<file path="config.mk">
export PLATFORM = sky130hd
export DESIGN_NAME = pipeline_ctrl_flat
export DESIGN_NICKNAME = d
export VERILOG_FILES = /design/src/rtl/pipeline_ctrl_pkg.sv /design/src/rtl/pipeline_ctrl_if.sv /design/src/rtl/pipeline_ctrl_stall_counter.sv /design/src/rtl/pipeline_ctrl.sv /design/src/flat_wrapper.sv
export SDC_FILE = /design/constraint.sdc
export NUM_CORES = 1
export LEC_CHECK = 0
export BUFFER_PORTS_ARGS = -buffer_cell sky130_fd_sc_hd__buf_4
export CORE_AREA = 2 2 39 41
export CTS_CLUSTER_SIZE = 40
export DETAILED_ROUTE_END_ITERATION = 10
export DIE_AREA = 0 0 41 43
export SLEW_MARGIN = 10
export SYNTH_ARGS = -nofsm -noshare
export SYNTH_HDL_FRONTEND = slang
export SYNTH_SLANG_ARGS = --single-unit
export TNS_END_PERCENT = 20
</file>
<file path="constraint.sdc">
create_clock -name clk -period 1.4 [get_ports clk]
set_input_delay 0.42 -clock clk [delete_from_list [all_inputs] [get_ports clk]]
set_output_delay 0.42 -clock clk [all_outputs]
set_load 0.005 [all_outputs]
</file>
<file path="src/rtl/pipeline_ctrl_pkg.sv">
// Shared types for the pipeline stall/flush controller.
// STALL_PERF_EN selects the optional performance counters.
package pipeline_ctrl_pkg;

    localparam int CNT_W = 32;

`ifdef STALL_PERF_EN
    localparam bit PERF_EN = 1'b1;
`else
    localparam bit PERF_EN = 1'b0;
`endif

    typedef enum logic [1:0] {
        ST_RUN   = 2'b00,
        ST_IWAIT = 2'b01,
        ST_DWAIT = 2'b10
    } state_e;

    localparam logic [1:0] PC_SEQ = 2'b00;
    localparam logic [1:0] PC_BR  = 2'b01;
    localparam logic [1:0] PC_EXC = 2'b10;

    typedef struct packed {
        logic       pc_we;
        logic       if_id_we;
        logic       id_ex_we;
        logic       ex_mem_we;
        logic       if_id_flush;
        logic       id_ex_flush;
        logic       ex_mem_flush;
        logic       mem_wb_flush;
        logic [1:0] pc_src;
    } ctrl_t;

    localparam ctrl_t CTRL_RUN = '{
        pc_we:        1'b1,
        if_id_we:     1'b1,
        id_ex_we:     1'b1,
        ex_mem_we:    1'b1,
        if_id_flush:  1'b0,
        id_ex_flush:  1'b0,
        ex_mem_flush: 1'b0,
        mem_wb_flush: 1'b0,
        pc_src:       PC_SEQ
    };

    localparam ctrl_t CTRL_RST = '{
        pc_we:        1'b0,
        if_id_we:     1'b0,
        id_ex_we:     1'b0,
        ex_mem_we:    1'b0,
        if_id_flush:  1'b1,
        id_ex_flush:  1'b1,
        ex_mem_flush: 1'b1,
        mem_wb_flush: 1'b1,
        pc_src:       PC_SEQ
    };

endpackage

</file>
<file path="src/rtl/pipeline_ctrl_if.sv">
// Hazard/cache requests in, stage enables/flushes out.
// Perf counter and preload signals exist only with STALL_PERF_EN.
interface pipeline_ctrl_if;
    import pipeline_ctrl_pkg::*;

    logic       lu_stall;
    logic       icache_busy;
    logic       dcache_busy;
    logic       branch_taken;
    logic       exception;

    logic       pc_we;
    logic       if_id_we;
    logic       id_ex_we;
    logic       ex_mem_we;
    logic       if_id_flush;
    logic       id_ex_flush;
    logic       ex_mem_flush;
    logic       mem_wb_flush;
    logic [1:0] pc_src;

    state_e     dbg_state;
    logic       dbg_redir_pend;

`ifdef STALL_PERF_EN
    logic [CNT_W-1:0] perf_lu;
    logic [CNT_W-1:0] perf_ic;
    logic [CNT_W-1:0] perf_dc;
    logic [CNT_W-1:0] perf_redir;
    // one preload strobe per counter: {redir, dc, ic, lu}
    logic [3:0]       perf_ld;
    logic [CNT_W-1:0] perf_ld_val;

    modport master (
        output lu_stall, icache_busy, dcache_busy,
        output branch_taken, exception,
        output perf_ld, perf_ld_val,
        input  pc_we, if_id_we, id_ex_we, ex_mem_we,
        input  if_id_flush, id_ex_flush,
        input  ex_mem_flush, mem_wb_flush,
        input  pc_src, dbg_state, dbg_redir_pend,
        input  perf_lu, perf_ic, perf_dc, perf_redir
    );

    modport slave (
        input  lu_stall, icache_busy, dcache_busy,
        input  branch_taken, exception,
        input  perf_ld, perf_ld_val,
        output pc_we, if_id_we, id_ex_we, ex_mem_we,
        output if_id_flush, id_ex_flush,
        output ex_mem_flush, mem_wb_flush,
        output pc_src, dbg_state, dbg_redir_pend,
        output perf_lu, perf_ic, perf_dc, perf_redir
    );
`else
    modport master (
        output lu_stall, icache_busy, dcache_busy,
        output branch_taken, exception,
        input  pc_we, if_id_we, id_ex_we, ex_mem_we,
        input  if_id_flush, id_ex_flush,
        input  ex_mem_flush, mem_wb_flush,
        input  pc_src, dbg_state, dbg_redir_pend
    );

    modport slave (
        input  lu_stall, icache_busy, dcache_busy,
        input  branch_taken, exception,
        output pc_we, if_id_we, id_ex_we, ex_mem_we,
        output if_id_flush, id_ex_flush,
        output ex_mem_flush, mem_wb_flush,
        output pc_src, dbg_state, dbg_redir_pend
    );
`endif

endinterface

</file>
<file path="src/rtl/pipeline_ctrl_stall_counter.sv">
// 32-bit saturating event counter with sync clear and preload.
// Built only when STALL_PERF_EN is defined.
`ifdef STALL_PERF_EN
module stall_counter
    import pipeline_ctrl_pkg::*;
(
    input  logic             clk,
    input  logic             i_clr,
    input  logic             i_en,
    input  logic             i_ld,
    input  logic [CNT_W-1:0] i_ld_val,
    output logic [CNT_W-1:0] o_cnt
);

    logic [CNT_W-1:0] r_cnt;
    logic             w_sat;

    assign w_sat = &r_cnt;

    always_ff @(posedge clk) begin
        if (i_clr) begin
            r_cnt <= '0;
        end else if (i_ld) begin
            r_cnt <= i_ld_val;
        end else if (i_en && !w_sat) begin
            r_cnt <= r_cnt + 1'b1;
        end
    end

    assign o_cnt = r_cnt;

endmodule
`endif

</file>
<file path="src/rtl/pipeline_ctrl.sv">
// Stall/flush/redirect arbiter for the five-stage pipeline.
// Define STALL_PERF_EN to add the stall/redirect perf counters.
module pipeline_ctrl
    import pipeline_ctrl_pkg::*;
(
    input  logic           clk,
    input  logic           reset,
    pipeline_ctrl_if.slave bus
);

    state_e r_state;
    state_e w_state_nxt;
    logic   r_redir_pend;
    logic   w_redir_pend_nxt;

    logic   w_win_dc;
    logic   w_win_ex;
    logic   w_win_br;
    logic   w_win_lu;
    logic   w_win_ic;
    logic   w_redir;
    ctrl_t  w_ctrl;

    // one-hot winner of the per-cycle priority chain
    assign w_win_dc = bus.dcache_busy;
    assign w_win_ex = !bus.dcache_busy && bus.exception;
    assign w_win_br = !bus.dcache_busy && !bus.exception
                   && bus.branch_taken;
    assign w_win_lu = !bus.dcache_busy && !bus.exception
                   && !bus.branch_taken && bus.lu_stall;
    assign w_win_ic = !bus.dcache_busy && !bus.exception
                   && !bus.branch_taken && !bus.lu_stall
                   && bus.icache_busy;
    assign w_redir  = w_win_ex || w_win_br;

    always_ff @(posedge clk) begin
        if (reset) begin
            r_state <= ST_RUN;
        end else begin
            r_state <= w_state_nxt;
        end
    end

    always_comb begin
        w_state_nxt = ST_RUN;
        if (bus.dcache_busy) begin
            w_state_nxt = ST_DWAIT;
        end else if (bus.icache_busy) begin
            w_state_nxt = ST_IWAIT;
        end
    end

    // a fetch already in flight when we redirect returns wrong-path data
    always_comb begin
        w_redir_pend_nxt = r_redir_pend;
        if (w_redir && bus.icache_busy) begin
            w_redir_pend_nxt = 1'b1;
        end else if (r_redir_pend && !bus.icache_busy) begin
            w_redir_pend_nxt = 1'b0;
        end
    end

    always_ff @(posedge clk) begin
        if (reset) begin
            r_redir_pend <= 1'b0;
        end else begin
            r_redir_pend <= w_redir_pend_nxt;
        end
    end

    always_comb begin
        w_ctrl = CTRL_RUN;
        unique case (1'b1)
            w_win_dc: begin
                w_ctrl.pc_we        = 1'b0;
                w_ctrl.if_id_we     = 1'b0;
                w_ctrl.id_ex_we     = 1'b0;
                w_ctrl.ex_mem_we    = 1'b0;
                w_ctrl.mem_wb_flush = 1'b1;
            end
            w_win_ex: begin
                w_ctrl.pc_src       = PC_EXC;
                w_ctrl.if_id_flush  = 1'b1;
                w_ctrl.id_ex_flush  = 1'b1;
                w_ctrl.ex_mem_flush = 1'b1;
            end
            w_win_br: begin
                w_ctrl.pc_src       = PC_BR;
                w_ctrl.if_id_flush  = 1'b1;
                w_ctrl.id_ex_flush  = 1'b1;
            end
            w_win_lu: begin
                w_ctrl.pc_we        = 1'b0;
                w_ctrl.if_id_we     = 1'b0;
                w_ctrl.id_ex_flush  = 1'b1;
            end
            w_win_ic: begin
                w_ctrl.pc_we        = 1'b0;
                w_ctrl.if_id_flush  = 1'b1;
            end
            default: begin
            end
        endcase
        if (r_redir_pend) begin
            w_ctrl.if_id_flush = 1'b1;
        end
        if (reset) begin
            w_ctrl = CTRL_RST;
        end
    end

    assign bus.pc_we          = w_ctrl.pc_we;
    assign bus.if_id_we       = w_ctrl.if_id_we;
    assign bus.id_ex_we       = w_ctrl.id_ex_we;
    assign bus.ex_mem_we      = w_ctrl.ex_mem_we;
    assign bus.if_id_flush    = w_ctrl.if_id_flush;
    assign bus.id_ex_flush    = w_ctrl.id_ex_flush;
    assign bus.ex_mem_flush   = w_ctrl.ex_mem_flush;
    assign bus.mem_wb_flush   = w_ctrl.mem_wb_flush;
    assign bus.pc_src         = w_ctrl.pc_src;
    assign bus.dbg_state      = r_state;
    assign bus.dbg_redir_pend = r_redir_pend;

`ifdef STALL_PERF_EN
    logic [CNT_W-1:0] w_perf_lu;
    logic [CNT_W-1:0] w_perf_ic;
    logic [CNT_W-1:0] w_perf_dc;
    logic [CNT_W-1:0] w_perf_redir;

    stall_counter u_cnt_lu (
        .clk      (clk),
        .i_clr    (reset),
        .i_en     (w_win_lu),
        .i_ld     (bus.perf_ld[0]),
        .i_ld_val (bus.perf_ld_val),
        .o_cnt    (w_perf_lu)
    );

    stall_counter u_cnt_ic (
        .clk      (clk),
        .i_clr    (reset),
        .i_en     (w_win_ic),
        .i_ld     (bus.perf_ld[1]),
        .i_ld_val (bus.perf_ld_val),
        .o_cnt    (w_perf_ic)
    );

    stall_counter u_cnt_dc (
        .clk      (clk),
        .i_clr    (reset),
        .i_en     (w_win_dc),
        .i_ld     (bus.perf_ld[2]),
        .i_ld_val (bus.perf_ld_val),
        .o_cnt    (w_perf_dc)
    );

    stall_counter u_cnt_redir (
        .clk      (clk),
        .i_clr    (reset),
        .i_en     (w_redir),
        .i_ld     (bus.perf_ld[3]),
        .i_ld_val (bus.perf_ld_val),
        .o_cnt    (w_perf_redir)
    );

    assign bus.perf_lu    = w_perf_lu;
    assign bus.perf_ic    = w_perf_ic;
    assign bus.perf_dc    = w_perf_dc;
    assign bus.perf_redir = w_perf_redir;
`else
    // control-only build: no counter state at all
`endif

endmodule

</file>
<file path="src/flat_wrapper.sv">
// flat-port wrapper written by rule: the top's interface ports become plain ports
module pipeline_ctrl_flat import pipeline_ctrl_pkg::*;
  (clk, reset, bus_lu_stall, bus_icache_busy, bus_dcache_busy, bus_branch_taken, bus_exception, bus_pc_we, bus_if_id_we, bus_id_ex_we, bus_ex_mem_we, bus_if_id_flush, bus_id_ex_flush, bus_ex_mem_flush, bus_mem_wb_flush, bus_pc_src, bus_dbg_state, bus_dbg_redir_pend);
  pipeline_ctrl_if bus_i ();
  input  logic clk;
  input  logic reset;
  input wire logic [$bits(bus_i.lu_stall)-1:0] bus_lu_stall;
  input wire logic [$bits(bus_i.icache_busy)-1:0] bus_icache_busy;
  input wire logic [$bits(bus_i.dcache_busy)-1:0] bus_dcache_busy;
  input wire logic [$bits(bus_i.branch_taken)-1:0] bus_branch_taken;
  input wire logic [$bits(bus_i.exception)-1:0] bus_exception;
  output wire logic [$bits(bus_i.pc_we)-1:0] bus_pc_we;
  output wire logic [$bits(bus_i.if_id_we)-1:0] bus_if_id_we;
  output wire logic [$bits(bus_i.id_ex_we)-1:0] bus_id_ex_we;
  output wire logic [$bits(bus_i.ex_mem_we)-1:0] bus_ex_mem_we;
  output wire logic [$bits(bus_i.if_id_flush)-1:0] bus_if_id_flush;
  output wire logic [$bits(bus_i.id_ex_flush)-1:0] bus_id_ex_flush;
  output wire logic [$bits(bus_i.ex_mem_flush)-1:0] bus_ex_mem_flush;
  output wire logic [$bits(bus_i.mem_wb_flush)-1:0] bus_mem_wb_flush;
  output wire logic [$bits(bus_i.pc_src)-1:0] bus_pc_src;
  output wire logic [$bits(bus_i.dbg_state)-1:0] bus_dbg_state;
  output wire logic [$bits(bus_i.dbg_redir_pend)-1:0] bus_dbg_redir_pend;
  assign bus_i.lu_stall = bus_lu_stall;
  assign bus_i.icache_busy = bus_icache_busy;
  assign bus_i.dcache_busy = bus_dcache_busy;
  assign bus_i.branch_taken = bus_branch_taken;
  assign bus_i.exception = bus_exception;
  assign bus_pc_we = bus_i.pc_we;
  assign bus_if_id_we = bus_i.if_id_we;
  assign bus_id_ex_we = bus_i.id_ex_we;
  assign bus_ex_mem_we = bus_i.ex_mem_we;
  assign bus_if_id_flush = bus_i.if_id_flush;
  assign bus_id_ex_flush = bus_i.id_ex_flush;
  assign bus_ex_mem_flush = bus_i.ex_mem_flush;
  assign bus_mem_wb_flush = bus_i.mem_wb_flush;
  assign bus_pc_src = bus_i.pc_src;
  assign bus_dbg_state = bus_i.dbg_state;
  assign bus_dbg_redir_pend = bus_i.dbg_redir_pend;
  pipeline_ctrl u_core (.clk(clk), .reset(reset), .bus(bus_i));
endmodule
</file>
==> results.py, run 1 <==
metrics = {
    "route": {
        "viasPerCell": 3.845,
        "ant_nets": 0,
        "drtIter0Drc": 5,
        "dr_total_vias": 273,
        "drc_errors": 0,
        "drtPass1Iterations": 2,
        "wirelength_um": 635,
        "post_drt_wl_per_cell_um": 8.944,
    },
    "setup_path": {
        "r2r-end": "u_core.bus.dbg_redir_pend",
        "r2r-start": "u_core.bus.dbg_redir_pend",
        "endpoint_kind": "output port",
        "crit_buf_inv": 2,
        "startpoint_type": "input port",
        "rrSetupSlack_ns": 0.66,
        "cp_max_fo": 2,
        "crit_chain": "buf_8 -> nor2_4 -> o21ai_1 -> a211o_1 -> buf_6",
        "path_class": "input port to output port",
        "critPathArrivalTime_ns": 1.07,
        "startpoint": "bus_exception",
        "crit_family": "compound AO/OA/AOI/OAI gates",
        "cp_slowest_cell": "a211o_1",
        "reg2reg_depth": 2,
        "worstPathRequired_ns": 0.98,
        "crit_path_max_incr_delay_ns": 0.27,
    },
    "worst_hold_path": {
        "worst_hold_path_type": "input port to register",
        "min_to": "u_core.bus.dbg_state[0]",
        "min_from": "bus_icache_busy",
        "hold_depth": 2,
    },
    "placement": {
        "place_area_um2": 410.4,
        "hpwl_um": 510.2,
        "gp_congestion": 0.7667,
        "place_inst": 66,
        "numPortBuffers": 19,
    },
    "flow_run": {
        "max_cap_viol_count": 0,
    },
    "layout": {
        "layout_common_cells": "23 x buf_4, 5 x buf_6, 3 x clkbuf_4, 3 x dfxtp_1",
        "final_common_cell": "buf_4",
        "final_nets": 63,
        "drive_above_1_share_pct": 72.73,
        "fin_area_um2": 489.2,
        "post-route-util_pct": 35.35,
        "fill_cells": 150,
        "layout.area.seq_um2": 60.06,
        "final_cells": 71,
        "multi_input_area_um2": 126.4,
        "syn_to_final_growth_pct": 145.9,
        "antenna_cells": 0,
    },
    "clock_tree": {
        "cts_tree": "yes",
        "clock_latency_ns": 0.23,
        "postCtsHoldBufs": 0,
        "clkSlewWorstSetupHoldPaths_ns": 0.03,
        "numCtsBuffers": 3,
        "cts_max_path_buffers": 2,
        "cts-root-buf": "clkbuf_4",
        "clock-sinks": 3,
        "htree_levels": 1,
    },
    "synthesis": {
        "synth_top_family_by_area": "simple AND/OR/NAND/NOR gates",
        "syn_area_um2": 198.9,
        "synth_compound_area_share_pct": 23.27,
        "synth-seq-area-share_pct": 30.19,
        "synthAdderAreaFrac_pct": 0,
        "synth_top_area_cell": "dfxtp_1",
        "syn_inst": 24,
        "synth-seq-cells": 3,
        "synthTopCellsByArea": "dfxtp_1 30%, o21bai_1 7.5%, and2_1 6.3%, nor3b_2 6.3%, buf_6 5.7%",
        "ys_types": 18,
        "synth_nets": 31,
        "synthXorXnorAreaFrac_pct": 0,
        "yosys.area_share.simple_pct": 30.82,
        "synth_top_area_share_pct": 30.19,
        "ys.warnings.count": 0,
        "synthMuxAreaShare_pct": 0,
        "syn_area_per_cell_um2": 8.289,
    },
    "global_routing": {
        "grt_overflow": 0,
        "grt.total_usage_pct": 8.200,
        "grt_antenna_before_repair": 0,
        "grt_pass1_vias": 255,
        "grt_pass1_wl_um": 897,
        "grt_max_degree": 6,
    },
    "sta": {
        "maxSlewHeadroom_pct": 91.05,
        "worstMarginPinSlew_ns": 0.1335,
        "finalSetupViolCount": 9,
        "hold-worst-slack_ns": 0.4325,
        "grt_setup_unrepaired": "true",
        "clock_skew_ns": 0,
        "hold_violations": 0,
        "slew_violations": 0,
        "min_period_over_period_pct": 106.7,
        "fmax_ghz": 0.6692,
        "period_minus_slack_ns": 1.494,
        "fin_ws_ns": -0.09438,
    },
    "pwr": {
        "power_density_mw_per_mm2": 717.4,
        "leakagePower_nw": 0.2559,
        "vdd_drop_max_mv": 0.1717,
    },
    "die": {
        "ios": 20,
        "rows": 14,
        "die_y_um": 43,
        "die_area_mm2": 0.001763,
        "die_x_um": 41,
        "floorplan.initialDensity_pct": 14.38,
        "coreArea_mm2": 0.001384,
    },
    "status": {
        "violations": "negative setup slack",
        "outcome": "finished with violations",
    },
}
worst max-delay path by stage:
| stage | endpoint | slack (ns) | depth (start not counted) |
|---|---|---|---|
| after global placement | bus_if_id_flush | -0.17 | 5 |
| after detailed placement | bus_if_id_flush | -0.17 | 5 |
| after floorplan | bus_pc_src[1] | 0.03 | 4 |
| after CTS | bus_pc_src[0] | -0.11 | 4 |
| final | bus_if_id_flush | -0.09 | 5 |
| after global routing | bus_pc_src[0] | -0.11 | 4 |
synth_stat cells (all sizes together):
master / n
dfxtp: 3
a21oi: 2
and2: 2
buf: 2
inv: 2
nor2: 2
o21bai: 2
or2: 2
a211o: 1
a21o: 1
and3b: 1
clkinv: 1
nor3: 1
nor3b: 1
o21ai: 1
per-layer routing:
metal / up-vias / track usage (%) / wire length, um
met5: - / 0 / 0
met4: 0 / 10.00 / 9
met3: 2 / 1.571 / 62
met2: 12 / 12.81 / 327
met1: 120 / 7.302 / 235
li1: 139 / - / -
what timing repair did:
action / 4_1_cts / 5_1_grt
endpoints found under the setup margin: 9 / 10
pin swaps: 5 / 3
buffers inserted: 0 / 1
gates resized for setup: 12 / 1
gates cloned: 0 / 0
state kept, by name, summed over array words and instances (netlist names):
| name | count |
|---|---|
| u_core.bus.dbg_state | 2 |
| u_core.bus.dbg_redir_pend | 1 |
area by class of cell:
cell class	count	share of cell area [%]
inverters	3	2.558
multi-input cells	16	25.83
well taps	16	4.092
repair buffers	29	49.87
clock buffers	4	5.371
flip-flops and latches	3	12.28
per-stage QoR:
step                TNS [ns]  power [mW]  worst slack, ns
global placement      -1.214      0.1882          -0.1664
detailed placement    -1.226      0.1887          -0.1669
global route         -0.7737      0.3734          -0.1128
finish               -0.5550      0.3510         -0.09438
floorplan                  0      0.1234          0.03117
CTS                  -0.5765      0.3581          -0.1070
worst reg2reg max path: stages (launching register included):
cell      delay [ns]
dfxtp_1         0.31
o21bai_1        0.15
and3b_1         0.17
power breakdown:
group | total, mW | switching, mW | internal [mW]
Clock | 0.147 | 0.0408 | 0.107
Sequential | 0.0918 | 0.00168 | 0.0901
Combinational | 0.112 | 0.0387 | 0.0732
Total | 0.351 | 0.0812 | 0.270
logic make-up (layout without fill, tap and decap cells):
family,Yosys count,count (layout)
AO/OA/AOI/OAI,7,7
flip-flops,3,3
AND/OR/NAND/NOR,9,9
buffers and inverters,5,36
Note: power is estimated with default switching activity, not from simulation.
==> run 2, diff against run 1 <==
Settings changed: BUFFER_PORTS_ARGS -buffer_cell sky130_fd_sc_hd__buf_4 to -buffer_cell sky130_fd_sc_hd__buf_2, SLEW_MARGIN 10 to 20.
==> results.py, run 2 (synthesized netlist as in run 1, its figures left out) <==
metrics = {
    "status": {
        "outcome": "finished with violations",
        "violations": "negative setup slack",
    },
    "clock_tree": {
        "clock_latency_ns": 0.23,
        "clock-sinks": 3,
        "cts-root-buf": "clkbuf_4",
        "post_cts_buffers": 0,
        "cts_max_path_buffers": 2,
        "numCtsBuffers": 3,
        "htree_levels": 1,
        "clkSlewWorstSetupHoldPaths_ns": 0.03,
        "cts_tree": "yes",
    },
    "sta": {
        "period_minus_slack_ns": 1.476,
        "maxSlewHeadroom_pct": 92.10,
        "grt_setup_unrepaired": "true",
        "slew_violations": 0,
        "clock_skew_ns": 0,
        "fmax_ghz": 0.6774,
        "hold-worst-slack_ns": 0.4460,
        "hold_violations": 0,
        "worstMarginPinSlew_ns": 0.1181,
        "min_period_over_period_pct": 105.4,
        "fin_ws_ns": -0.07616,
        "tns_ns": -0.4431,
        "finalSetupViolCount": 8,
    },
    "route": {
        "viasPerCell": 3.884,
        "wirelength_um": 655,
        "ant_nets": 0,
        "drtPass1Iterations": 2,
        "dr_total_vias": 268,
        "drtIter0Drc": 2,
        "post_drt_wl_per_cell_um": 9.493,
        "drc_errors": 0,
    },
    "pwr": {
        "power_density_mw_per_mm2": 766.1,
        "vdd_drop_max_mv": 0.2596,
        "leakagePower_nw": 0.2367,
    },
    "die": {
        "die_x_um": 41,
        "ios": 20,
        "die_area_mm2": 0.001763,
        "coreArea_mm2": 0.001384,
        "floorplan.initialDensity_pct": 14.38,
        "die_y_um": 43,
        "rows": 14,
    },
    "layout": {
        "drive_above_1_share_pct": 73.58,
        "multi_input_area_um2": 136.4,
        "largest_reg_flops": 2,
        "final_nets": 61,
        "fill_cells": 151,
        "final_cells": 69,
        "syn_to_final_growth_pct": 118.9,
        "post-route-util_pct": 31.46,
        "antenna_cells": 0,
        "fin_area_um2": 435.4,
        "layout.area.seq_um2": 60.06,
        "layout_common_cells": "15 x buf_2, 8 x buf_4, 4 x buf_6",
        "final_common_cell": "buf_2",
    },
    "setup_path": {
        "critPathArrivalTime_ns": 1.06,
        "r2r-end": "u_core.bus.dbg_redir_pend",
        "r2r-start": "u_core.bus.dbg_redir_pend",
        "reg2reg_depth": 2,
        "endpoint_kind": "output port",
        "worstPathRequired_ns": 0.98,
        "startpoint_type": "input port",
        "path_class": "input port to output port",
        "cp_max_fo": 5,
        "rrSetupSlack_ns": 0.66,
    },
    "global_routing": {
        "grt_pass1_wl_um": 855,
        "grt_pass1_vias": 239,
        "use_met3_pct": 4.188,
        "met1_usage_pct": 8.599,
        "gr-max-usage-layer": "met2",
        "grt_antenna_before_repair": 0,
        "grt.total_usage_pct": 7.407,
        "use_met2_pct": 10.31,
        "grt_max_degree": 6,
        "grt_overflow": 0,
    },
    "worst_hold_path": {
        "min_from": "bus_icache_busy",
        "worst_hold_path_type": "input port to register",
        "hold_depth": 2,
        "min_to": "u_core.bus.dbg_state[0]",
    },
    "placement": {
        "place_inst": 65,
        "numPortBuffers": 19,
        "gp_congestion": 0.7585,
        "hpwl_um": 486.5,
        "place_area_um2": 355.3,
    },
    "flow_run": {
        "max_cap_viol_count": 0,
    },
}
run 2: how the worst max path moves through the flow:
stage                startpoint         endpoint  slack (ns)  depth (start not counted)
3_3_place_gp   bus_branch_taken  bus_if_id_flush       -0.16                          5
4_1_cts           bus_exception  bus_if_id_flush       -0.08                          5
3_5_place_dp   bus_branch_taken  bus_if_id_flush       -0.16                          5
2_1_floorplan             reset    bus_pc_src[1]        0.03                          4
5_1_grt         bus_dcache_busy    bus_pc_src[0]       -0.11                          4
6_report        bus_dcache_busy    bus_pc_src[1]       -0.08                          5
run 2: repair_timing:
action | CTS | global route
endpoints found under the setup margin | 8 | 8
hold buffers | 0 | 0
pin swaps | 4 | 0
cloned | 0 | 0
gates resized for setup | 9 | 3
run 2: cell type report:
cell class                 count  share of cell area, %
timing repair buffer          27                  41.38
multi-input combinational     16                  31.32
clock buffer                   4                  6.034
sequential                     3                  13.79
tap                           16                  4.598
inverter                       3                  2.874
run 2: routing by layer:
metal / wire [um] / share of wire (%) / vias up
met4: 0 / 0 / 0
met2: 329 / 50 / 14
met1: 253 / 39 / 117
met5: 0 / 0 / -
li1: - / - / 137
met3: 72 / 11 / 0
run 2: through the flow:
step	power (mW)	worst slack (ns)
after global placement	0.1698	-0.1593
after CTS	0.3348	-0.08346
after floorplan	0.1234	0.03117
after global routing	0.3585	-0.1112
final	0.3336	-0.07616
after detailed placement	0.1704	-0.1578
run 2: power by group:
part | leakage [nW] | internal, mW | total [mW] | switching [mW]
Clock | 0.0150 | 0.106 | 0.146 | 0.0399
Combinational | 0.197 | 0.0562 | 0.0957 | 0.0395
Sequential | 0.0247 | 0.0900 | 0.0915 | 0.00143
Total | 0.237 | 0.253 | 0.334 | 0.0808
run 2: critical path: stages:
cell and delay [ns]:
buf_6 0.09, or2_4 0.27, clkinv_2 0.06, and2_1 0.11, buf_2 0.10
